`src/rtl/frame_pkg.sv`:
```
// frame_pkg: shared types and frame geometry for the frame write arbiter.
// Optional build macro STARVATION_GUARD_EN is consumed by the top.
package frame_pkg;

  typedef enum logic [1:0] {
    IDLE,
    WRITE,
    DONE
  } fw_state_t;

  typedef logic [23:0] pixel_t;

  localparam int H_RES        = 320;
  localparam int V_RES        = 240;
  localparam int FRAME_PIXELS = H_RES * V_RES;

endpackage

```
`src/rtl/frame_write_arbiter_fifo.sv`:
```
// pixel_fifo: synchronous FIFO with flush, occupancy count and
// push-while-full allowed when a pop happens in the same cycle.
module pixel_fifo #(
  parameter  int DEPTH = 16,
  parameter  int WIDTH = 24,
  localparam int PTR_W = $clog2(DEPTH),
  localparam int CNT_W = PTR_W + 1
) (
  input  logic             clk_i,
  input  logic             reset_i,
  input  logic             flush_i,
  input  logic             push_i,
  input  logic             pop_i,
  input  logic [WIDTH-1:0] data_i,
  output logic [WIDTH-1:0] data_o,
  output logic             full_o,
  output logic             empty_o,
  output logic [CNT_W-1:0] count_o
);

  logic [WIDTH-1:0] mem_q [DEPTH];
  logic [PTR_W-1:0] wr_ptr_q;
  logic [PTR_W-1:0] rd_ptr_q;
  logic [CNT_W-1:0] count_q;
  logic             do_push;
  logic             do_pop;

  assign empty_o = (count_q == '0);
  assign full_o  = (count_q == CNT_W'(DEPTH));
  assign count_o = count_q;
  assign data_o  = mem_q[rd_ptr_q];

  assign do_pop  = pop_i && !empty_o;
  assign do_push = push_i && (!full_o || do_pop);

  // pointer and occupancy bookkeeping; flush empties in one cycle
  always_ff @(posedge clk_i) begin
    if (reset_i || flush_i) begin
      wr_ptr_q <= '0;
      rd_ptr_q <= '0;
      count_q  <= '0;
    end else begin
      if (do_push) wr_ptr_q <= wr_ptr_q + PTR_W'(1);
      if (do_pop)  rd_ptr_q <= rd_ptr_q + PTR_W'(1);
      unique case ({do_push, do_pop})
        2'b10:   count_q <= count_q + CNT_W'(1);
        2'b01:   count_q <= count_q - CNT_W'(1);
        default: count_q <= count_q;
      endcase
    end
  end

  // storage array, no reset needed on data
  always_ff @(posedge clk_i) begin
    if (do_push && !flush_i && !reset_i) begin
      mem_q[wr_ptr_q] <= data_i;
    end
  end

endmodule

```
`src/rtl/frame_write_arbiter.sv`:
```
// frame_write_arbiter: buffers packed pixels and writes them into a shared
// single-port frame buffer; reads win unless STARVATION_GUARD_EN is defined.
module frame_write_arbiter
  import frame_pkg::*;
#(
  parameter int H_RES      = 320,
  parameter int V_RES      = 240,
  parameter int ADDR_W     = 17,
  parameter int FIFO_DEPTH = 16
) (
  input  logic              clk,
  input  logic              reset,
  input  logic              pixel_ready,
  input  pixel_t            RGB,
  input  logic              frame_start,
  input  logic              rd_req,
  input  logic [ADDR_W-1:0] rd_addr,
  output logic              rd_grant,
  output logic              rd_valid,
  output pixel_t            rd_data,
  output logic [ADDR_W-1:0] mem_addr,
  output logic              mem_we,
  output pixel_t            mem_wdata,
  input  pixel_t            mem_rdata,
  output logic              frame_done,
  output logic              overflow,
  output logic              busy
);

  localparam int CNT_W = $clog2(FIFO_DEPTH) + 1;
  localparam logic [ADDR_W-1:0] LAST_ADDR =
    ADDR_W'(H_RES * V_RES - 1);

  fw_state_t         state_q;
  fw_state_t         state_d;
  logic [ADDR_W-1:0] wr_addr_q;
  logic [ADDR_W-1:0] wr_addr_d;
  logic              ovf_q;
  logic              ovf_d;
  logic              rd_valid_q;

  logic              fifo_push;
  logic              fifo_pop;
  logic              fifo_full;
  logic              fifo_empty;
  pixel_t            fifo_head;
  logic [CNT_W-1:0]  fifo_count;

  logic              wr_slot;
  logic              guard_win;
  logic              wr_fire;
  logic              wr_last;

  pixel_fifo #(
    .DEPTH (FIFO_DEPTH),
    .WIDTH ($bits(pixel_t))
  ) u_fifo (
    .clk_i   (clk),
    .reset_i (reset),
    .flush_i (frame_start),
    .push_i  (fifo_push),
    .pop_i   (fifo_pop),
    .data_i  (RGB),
    .data_o  (fifo_head),
    .full_o  (fifo_full),
    .empty_o (fifo_empty),
    .count_o (fifo_count)
  );

  // writer may use the port when it has data and is not in DONE
  assign wr_slot = !reset && !frame_start &&
                   (state_q != DONE) && !fifo_empty;

`ifdef STARVATION_GUARD_EN
  logic guard_q;

  // writer steals a read slot when nearly full, never twice in a row
  assign guard_win = rd_req && wr_slot && !guard_q &&
                     (fifo_count >= CNT_W'(FIFO_DEPTH - 2));

  // remembers whether the guard won last cycle
  always_ff @(posedge clk) begin
    if (reset) begin
      guard_q <= 1'b0;
    end else begin
      guard_q <= guard_win;
    end
  end
`else
  assign guard_win = 1'b0;
`endif

  assign rd_grant  = !reset && rd_req && !guard_win;
  assign wr_fire   = wr_slot && !rd_grant;
  assign wr_last   = wr_fire && (wr_addr_q == LAST_ADDR);

  assign fifo_pop  = wr_fire;
  assign fifo_push = pixel_ready && !frame_start;

  assign mem_we    = wr_fire;
  assign mem_addr  = rd_grant ? rd_addr : wr_addr_q;
  assign mem_wdata = wr_fire ? fifo_head : '0;

  assign rd_valid   = rd_valid_q;
  assign rd_data    = rd_valid_q ? mem_rdata : '0;
  assign frame_done = (state_q == DONE);
  assign overflow   = ovf_q;
  assign busy       = (state_q == WRITE) || (fifo_count != '0);

  // next state, write address and sticky overflow
  always_comb begin
    state_d   = state_q;
    wr_addr_d = wr_addr_q;
    ovf_d     = ovf_q;
    if (wr_fire) begin
      wr_addr_d = wr_addr_q + ADDR_W'(1);
    end
    if (pixel_ready && fifo_full && !fifo_pop) begin
      ovf_d = 1'b1;
    end
    unique case (state_q)
      IDLE: begin
        if (wr_last) begin
          state_d = DONE;
        end else if (!fifo_empty) begin
          state_d = WRITE;
        end
      end
      WRITE: begin
        if (wr_last) begin
          state_d = DONE;
        end else if (fifo_empty) begin
          state_d = IDLE;
        end
      end
      DONE: begin
        state_d   = IDLE;
        wr_addr_d = '0;
      end
      default: begin
        state_d = IDLE;
      end
    endcase
    if (frame_start) begin
      state_d   = IDLE;
      wr_addr_d = '0;
      ovf_d     = 1'b0;
    end
  end

  // state, address, overflow and read-valid registers
  always_ff @(posedge clk) begin
    if (reset) begin
      state_q    <= IDLE;
      wr_addr_q  <= '0;
      ovf_q      <= 1'b0;
      rd_valid_q <= 1'b0;
    end else begin
      state_q    <= state_d;
      wr_addr_q  <= wr_addr_d;
      ovf_q      <= ovf_d;
      rd_valid_q <= rd_grant;
    end
  end

endmodule

```
`config.mk`:
```
export PLATFORM = sky130hd
export DESIGN_NAME = frame_write_arbiter
export DESIGN_NICKNAME = d
export VERILOG_FILES = /design/src/rtl/frame_pkg.sv /design/src/rtl/frame_write_arbiter_fifo.sv /design/src/rtl/frame_write_arbiter.sv
export SDC_FILE = /design/constraint.sdc
export NUM_CORES = 1
export LEC_CHECK = 0
export CAP_MARGIN = 20
export CORE_MARGIN = 2
export CORE_UTILIZATION = 55
export DETAILED_ROUTE_END_ITERATION = 8
export PLACE_DENSITY = 0.8
export SLEW_MARGIN = 20
export SYNTH_ARGS = -nofsm -noshare
export SYNTH_HDL_FRONTEND = slang
export SYNTH_SLANG_ARGS = --single-unit
```
`constraint.sdc`:
```
create_clock -name clk -period 10.47 [get_ports clk]
set_clock_uncertainty 0.15 [all_clocks]
set_input_delay 2.094 -clock clk [delete_from_list [all_inputs] [get_ports clk]]
set_output_delay 2.094 -clock clk [all_outputs]
set_load 0.01 [all_outputs]
```
# After elaboration in Yosys (flattened, before gate mapping)
# Memories as Yosys holds them, arrays and structs flattened. A register that Yosys moved wholly into a read port is not among the register bits.
# Index checks and enable logic that the tools add are counted.
totals:
  reg_bits: 34
  latch_bits: 0
  ram_bits: 384
  romBits: 0
  output_inout_bits: 71
  word_cells: 64
  n_memories: 1
op_classes:
  addsub: 5
  n_mul: 0
  div: 0
  order_cmp: 0
  n_eq_ne: 9
  shift: 0
  muxes: 13
  bitwise_logic: 0
  reduce_logical: 29
memory_table:
  columns: ["memory", "words", "width", "rd", "rd_clocked_by_memory_dff", "wr", "line", "source"]
  rows:
  - ["u_fifo.mem_q", 16, 24, 1, 1, 1, "frame_write_arbiter_fifo.sv:21", "logic [WIDTH-1:0] mem_q [DEPTH];"]
ops:
  columns: ["operator", "count"]
  rows:
  - ["$mux W24", 2]
  - ["$add A17 B1 Y17 const B", 1]
  - ["$eq A17 B17 Y1 const B", 1]
  - ["$mux W17", 1]
  - ["$logic_and A1 B1 Y1", 13]
  - ["$pmux W5 S2", 1]
  - ["$add A4 B1 Y4 const B", 2]
  - ["$mux W2", 4]
  - ["$mux W4", 2]
  - ["$logic_not A1 Y1", 6]
  - ["$ne A3 B3 Y1 const B", 2]
  - ["$add A5 B1 Y5 const B", 1]
  - ["$eq A5 B5 Y1 const B", 1]
  - ["$logic_not A5 Y1", 1]
  - ["$reduce_bool A5 Y1", 1]
  - ["$sub A5 B1 Y5 const B", 1]
  - ["$eq A2 B1 Y1 const B", 2]
  - ["$eq A2 B2 Y1 const B", 2]
  - ["$pmux W2 S2", 1]
  - ["$logic_or A1 B1 Y1", 3]
  - ["$reduce_or A3 Y1", 1]
  - ["$logic_not A2 Y1", 1]
  - ["$mux W1", 2]
  - ["$ne A2 B2 Y1 const B", 1]
  - ["3 further kinds", 3]

# Longest topological paths before layout
depth:
  ltp_word: 12
  mapped_depth: 12

# Modules after synthesis
# A second synthesis with hierarchy kept.
unflattened:
  hier_cells: 920
  hier_area_um2: 16978.8
modules_own_cells:
  columns: ["mod", "n_inst", "cells_per_inst", "area_per_inst_um2", "seq_area_each_um2"]
  rows:
  - ["pixel_fifo", 1, 723, 15401.0, 11871.4]
  - ["frame_write_arbiter", 1, 197, 1577.8, 420.4]

# Worst setup path after synthesis
# Ideal clock, no wire load.
synth_timing:
  kind: "input to output"
  startpoint: "input port rd_req"
  endpoint: "output port mem_addr[10]"
  t_arrival_ps: 3339
  path_slack_ps: 4887
  path_stages: 4
  path_buffers: 1
  path_cell_list: "inv_1 > nor2_1 > buf_2 > mux2_2"
synth_between:
  elab_chain_cells: 2
synth_lines:
  columns: ["element", "line", "source"]
  rows:
  - ["start, declared", "frame_write_arbiter.sv:16", "input logic rd_req,"]
  - ["$logic_and A1 B1 Y1", "frame_write_arbiter.sv:93", "assign rd_grant = !reset && rd_req && !guard_win;"]
  - ["named net rd_grant", "frame_write_arbiter.sv:18", "output logic rd_grant,"]
  - ["$mux W17", "frame_write_arbiter.sv:101", "assign mem_addr = rd_grant ? rd_addr : wr_addr_q;"]
  - ["end, declared", "frame_write_arbiter.sv:21", "output logic [ADDR_W-1:0] mem_addr,"]
# The timed path passes the listed nets, and every way through them passes these cells.

# Worst setup path after layout
layout_timing:
  startpoint: "input port reset"
  endpoint: "output port mem_wdata[23]"
layout_between:
  elab_chain_cells: 6
  word_cells_on_any_way: 8
layout_lines:
  columns: ["element", "line", "source"]
  rows:
  - ["start, declared", "frame_write_arbiter.sv:12", "input logic reset,"]
  - ["$logic_not A1 Y1 (*)", "frame_write_arbiter.sv:71, frame_write_arbiter.sv:93", null]
  - ["$logic_and A1 B1 Y1 (2 in a row)", "frame_write_arbiter.sv:71", "assign wr_slot = !reset && !frame_start &&"]
  - ["$logic_and A1 B1 Y1", "frame_write_arbiter.sv:72", "(state_q != DONE) && !fifo_empty;"]
  - ["$logic_and A1 B1 Y1 (*)", "frame_write_arbiter.sv:94", "assign wr_fire = wr_slot && !rd_grant;"]
  - ["$mux W24 (*)", "frame_write_arbiter.sv:102", "assign mem_wdata = wr_fire ? fifo_head : '0;"]
  - ["end, declared", "frame_write_arbiter.sv:23", "output pixel_t mem_wdata,"]
# Mark *: on every way between the ends. The rest lies on a longest branch, timed or not.

==> results by group <==
Outcome
  – Status: completed

Power
  – PD cells: 166 nW/um^2
  – Leak Pwr: 6.24 nW
  – VDD IR max: 112 uV

Synthesis
  – Synth top area share: 67.8%
  – Most frequent cells after synthesis: edfxtp_1 (384), mux4_2 (96), nor2_1 (48), a211oi_1 (46), dfxtp_1 (38)
  – Top cells by area, synth: edfxtp_1 (68%), mux4_2 (13%), dfxtp_1 (4.5%)
  – Mapped Area: 17000 um^2
  – Syn_area_per_cell: 18.9 um^2
  – Most frequent cell after synthesis: edfxtp_1
  – Ys flop type: edfxtp_1
  – Share of flip-flops with an asynchronous set or reset: 0%
  – EDFF count, synth: 384
  – Post-synthesis sequential area ratio: 72.3%
  – Warnings, synthesis: 0
  – Syn Nets: 981
  – Register bit total from synthesis: 422
  – Cells after synthesis: 901
  – Cell variety after synth: 47
  – Top cell type by total area after synthesis: edfxtp_1

Clocking
  – Postcts setup bufs: 0
  – Worst-path clk slew: 60 ps
  – TritonCTS Buffers: 40
  – CTS tree: yes
  – Clk_lat worst skew: 520 ps
  – Hold_buf cts: 0
  – Clock sinks: 422
  – Post-CTS sizing: 0
  – Root Driver: clkbuf_16
  – H-tree Lvls: 2
  – Deepest clock path buffer count: 3

Placed design
  – Number of port buffers: 140
  – Dpl hpwl: 19600 um
  – Final RePlAce weighted congestion: 0.768

Setup path
  – Top cell family by delay on the critical path: buffers and inverters
  – CP Buf/Inv Count: 3
  – CP Cell Sequence: clkdlybuf4s50_1 -> nor2_1 -> o2111ai_4 -> buf_4 -> a211oi_1 -> clkdlybuf4s50_1
  – Crit path from: reset
  – Critical path class: in -> out
  – Worst EP arrival: 4410 ps
  – Slowest CP cell: clkdlybuf4s50_1
  – Reg2reg start: u_fifo.count_o[0]
  – Data required time at the worst endpoint: 8230 ps
  – CP endpoint kind: output port
  – Crit-path most repeated cell: clkdlybuf4s50_1
  – Worst-path fanout max: 27
  – Startpoint types: input pin
  – CP peak stage delay: 610 ps

Timing
  – Count of final hold-check violations: 0
  – RSZ-0062 raised after global routing: false
  – Post-Route Setup TNS: 0 ps
  – Relative slew slack: 27.6%
  – Fmax: 150 MHz
  – Slew Limit Fails: 0
  – Final min period: 6650 ps
  – Setup-failing EPs final: 0
  – Final period utilization: 63.5%
  – Worst-Margin Slew: 1090 ps

Global routing
  – Vias in the first global route: 9181
  – Largest net degree at the start of global routing: 72
  – Initial antenna violation count: 2
  – First-pass GRT wire length: 54900 um
  – Grt total ovfl: 0
  – GRT Util Overall: 22.5%

Route
  – Wire per inst: 24.3 um
  – DRT iter0 DRCs: 769
  – Via density: 6.01
  – # DRC: 0
  – Pre-antenna DRT Iters: 5
  – Post-DRT Antenna Nets: 0
  – Vias: 8922
  – Drt total wl: 36100 um

Worst hold path
  – Hold Crit Start: overflow
  – Worst min-delay path class: reg -> reg

Die
  – Die W: 180 um
  – Die Area: 32300 um^2
  – Die height: 180 um
  – Initial core utilization: 55.7%
  – I/O pin cnt: 141
  – Core footprint: 30500 um^2
  – Rows: 64

Final layout
  – Layout Nets: 1136
  – Fill cells: 1913
  – Core Util, Final: 66.1%
  – Layout cell share with drive strength beyond 1: 20.2%
  – Area Growth Syn to Fin: 18.7%

Flow run
  – Max-Cap Viols: 0
[kinds of logic (layout without fill, tap and decap cells)]
| kind of cell | count (synthesis) | after routing | synth area share [%] |
|---|---|---|---|
| flops | 422 | 422 | 72.3 |
| mux | 139 | 139 | 15.4 |
| buf+inv | 60 | 246 | 1.70 |
| other cells | 0 | 1 | 0 |
| compound gates | 69 | 69 | 2.95 |
| xor+xnor | 24 | 24 | 1.37 |
| simple gates | 177 | 177 | 5.49 |
| fa+ha+maj | 10 | 10 | 0.780 |
[per-stage QoR]
stage / hold WS, ps / cells / worst slack (ps) / power, mW / cell area (um^2)
finish: 334 / 1484 / 3820 / 3.36 / 20200
global route: 369 / 1483 / 3690 / 3.45 / 20200
CTS: 350 / 1483 / 3820 / 3.38 / 20200
detailed placement: 335 / 1410 / 3840 / 1.97 / 18900
global placement: 309 / 1410 / 3900 / 1.97 / 18900
floorplan: 312 / 901 / 4890 / 1.91 / 17000
[registers in the layout, indices dropped and copies added (netlist names), named ones only]
signal,count
state_q,2
u_fifo.wr_ptr_q,4
u_fifo.count_o,5
u_fifo.mem_q,384
u_fifo.rd_ptr_q,4
overflow,1
rd_valid,1
wr_addr_q,17
[layout make-up]
| type | count | area [um^2] | share of cell area [%] |
|---|---|---|---|
| diodes | 1 | 2.50 | 0.0124 |
| clock buffers | 53 | 1090 | 5.41 |
| inverters | 11 | 43.8 | 0.217 |
| clock inverters | 20 | 204 | 1.01 |
| well taps | 396 | 495 | 2.46 |
| repair buffers | 162 | 1570 | 7.76 |
| flip-flops and latches | 422 | 12300 | 61.0 |
| multi-input cells | 419 | 4470 | 22.2 |
[worst min-delay path: cells and delay by family, from the launching register on]
kind               cells  cell delay (ps)
AOI/OAI and AO/OA      1               40
DFF                    1              330
and+or+nand+nor        1               80
[power breakdown]
group,switching (mW),internal [mW],total (mW)
Sequential,0.00277,1.84,1.84
Combinational,0.0473,0.0494,0.0967
Clock,0.585,0.835,1.42
[placed cells by master, fill, tap and decap left out, drive strengths merged, types with 18 or more instances in the layout]
master and instances:
mux2 18, nand2 23, edfxtp 384, clkdlybuf4s50 140, nor2b 24, mux4 96
nor2 48, a211oi 46, buf 22, and2 25, dfxtp 38, mux2i 25
clkbuf 53
[worst paths after layout]
| kind | endpoint | slack (ps) | cells after the start |
|---|---|---|---|
| setup reg to reg | u_fifo.count_o[4] | 6890 | 12 |
| setup / recovery | mem_wdata[23] | 3820 | 6 |
| hold / removal | overflow | 330 | 2 |
| hold reg to reg | overflow | 330 | 2 |
[routing by layer]
| metal | up-vias | wire length [um] | track usage [%] |
|---|---|---|---|
| met2 | 364 | 18800 | 38.5 |
| met3 | 63 | 2460 | 3.73 |
| met5 | - | 13 | 0 |
| li1 | 3928 | - | - |
| met4 | 2 | 852 | 7.32 |
| met1 | 4565 | 14000 | 29.8 |
(Power assumes the default switching activity.)
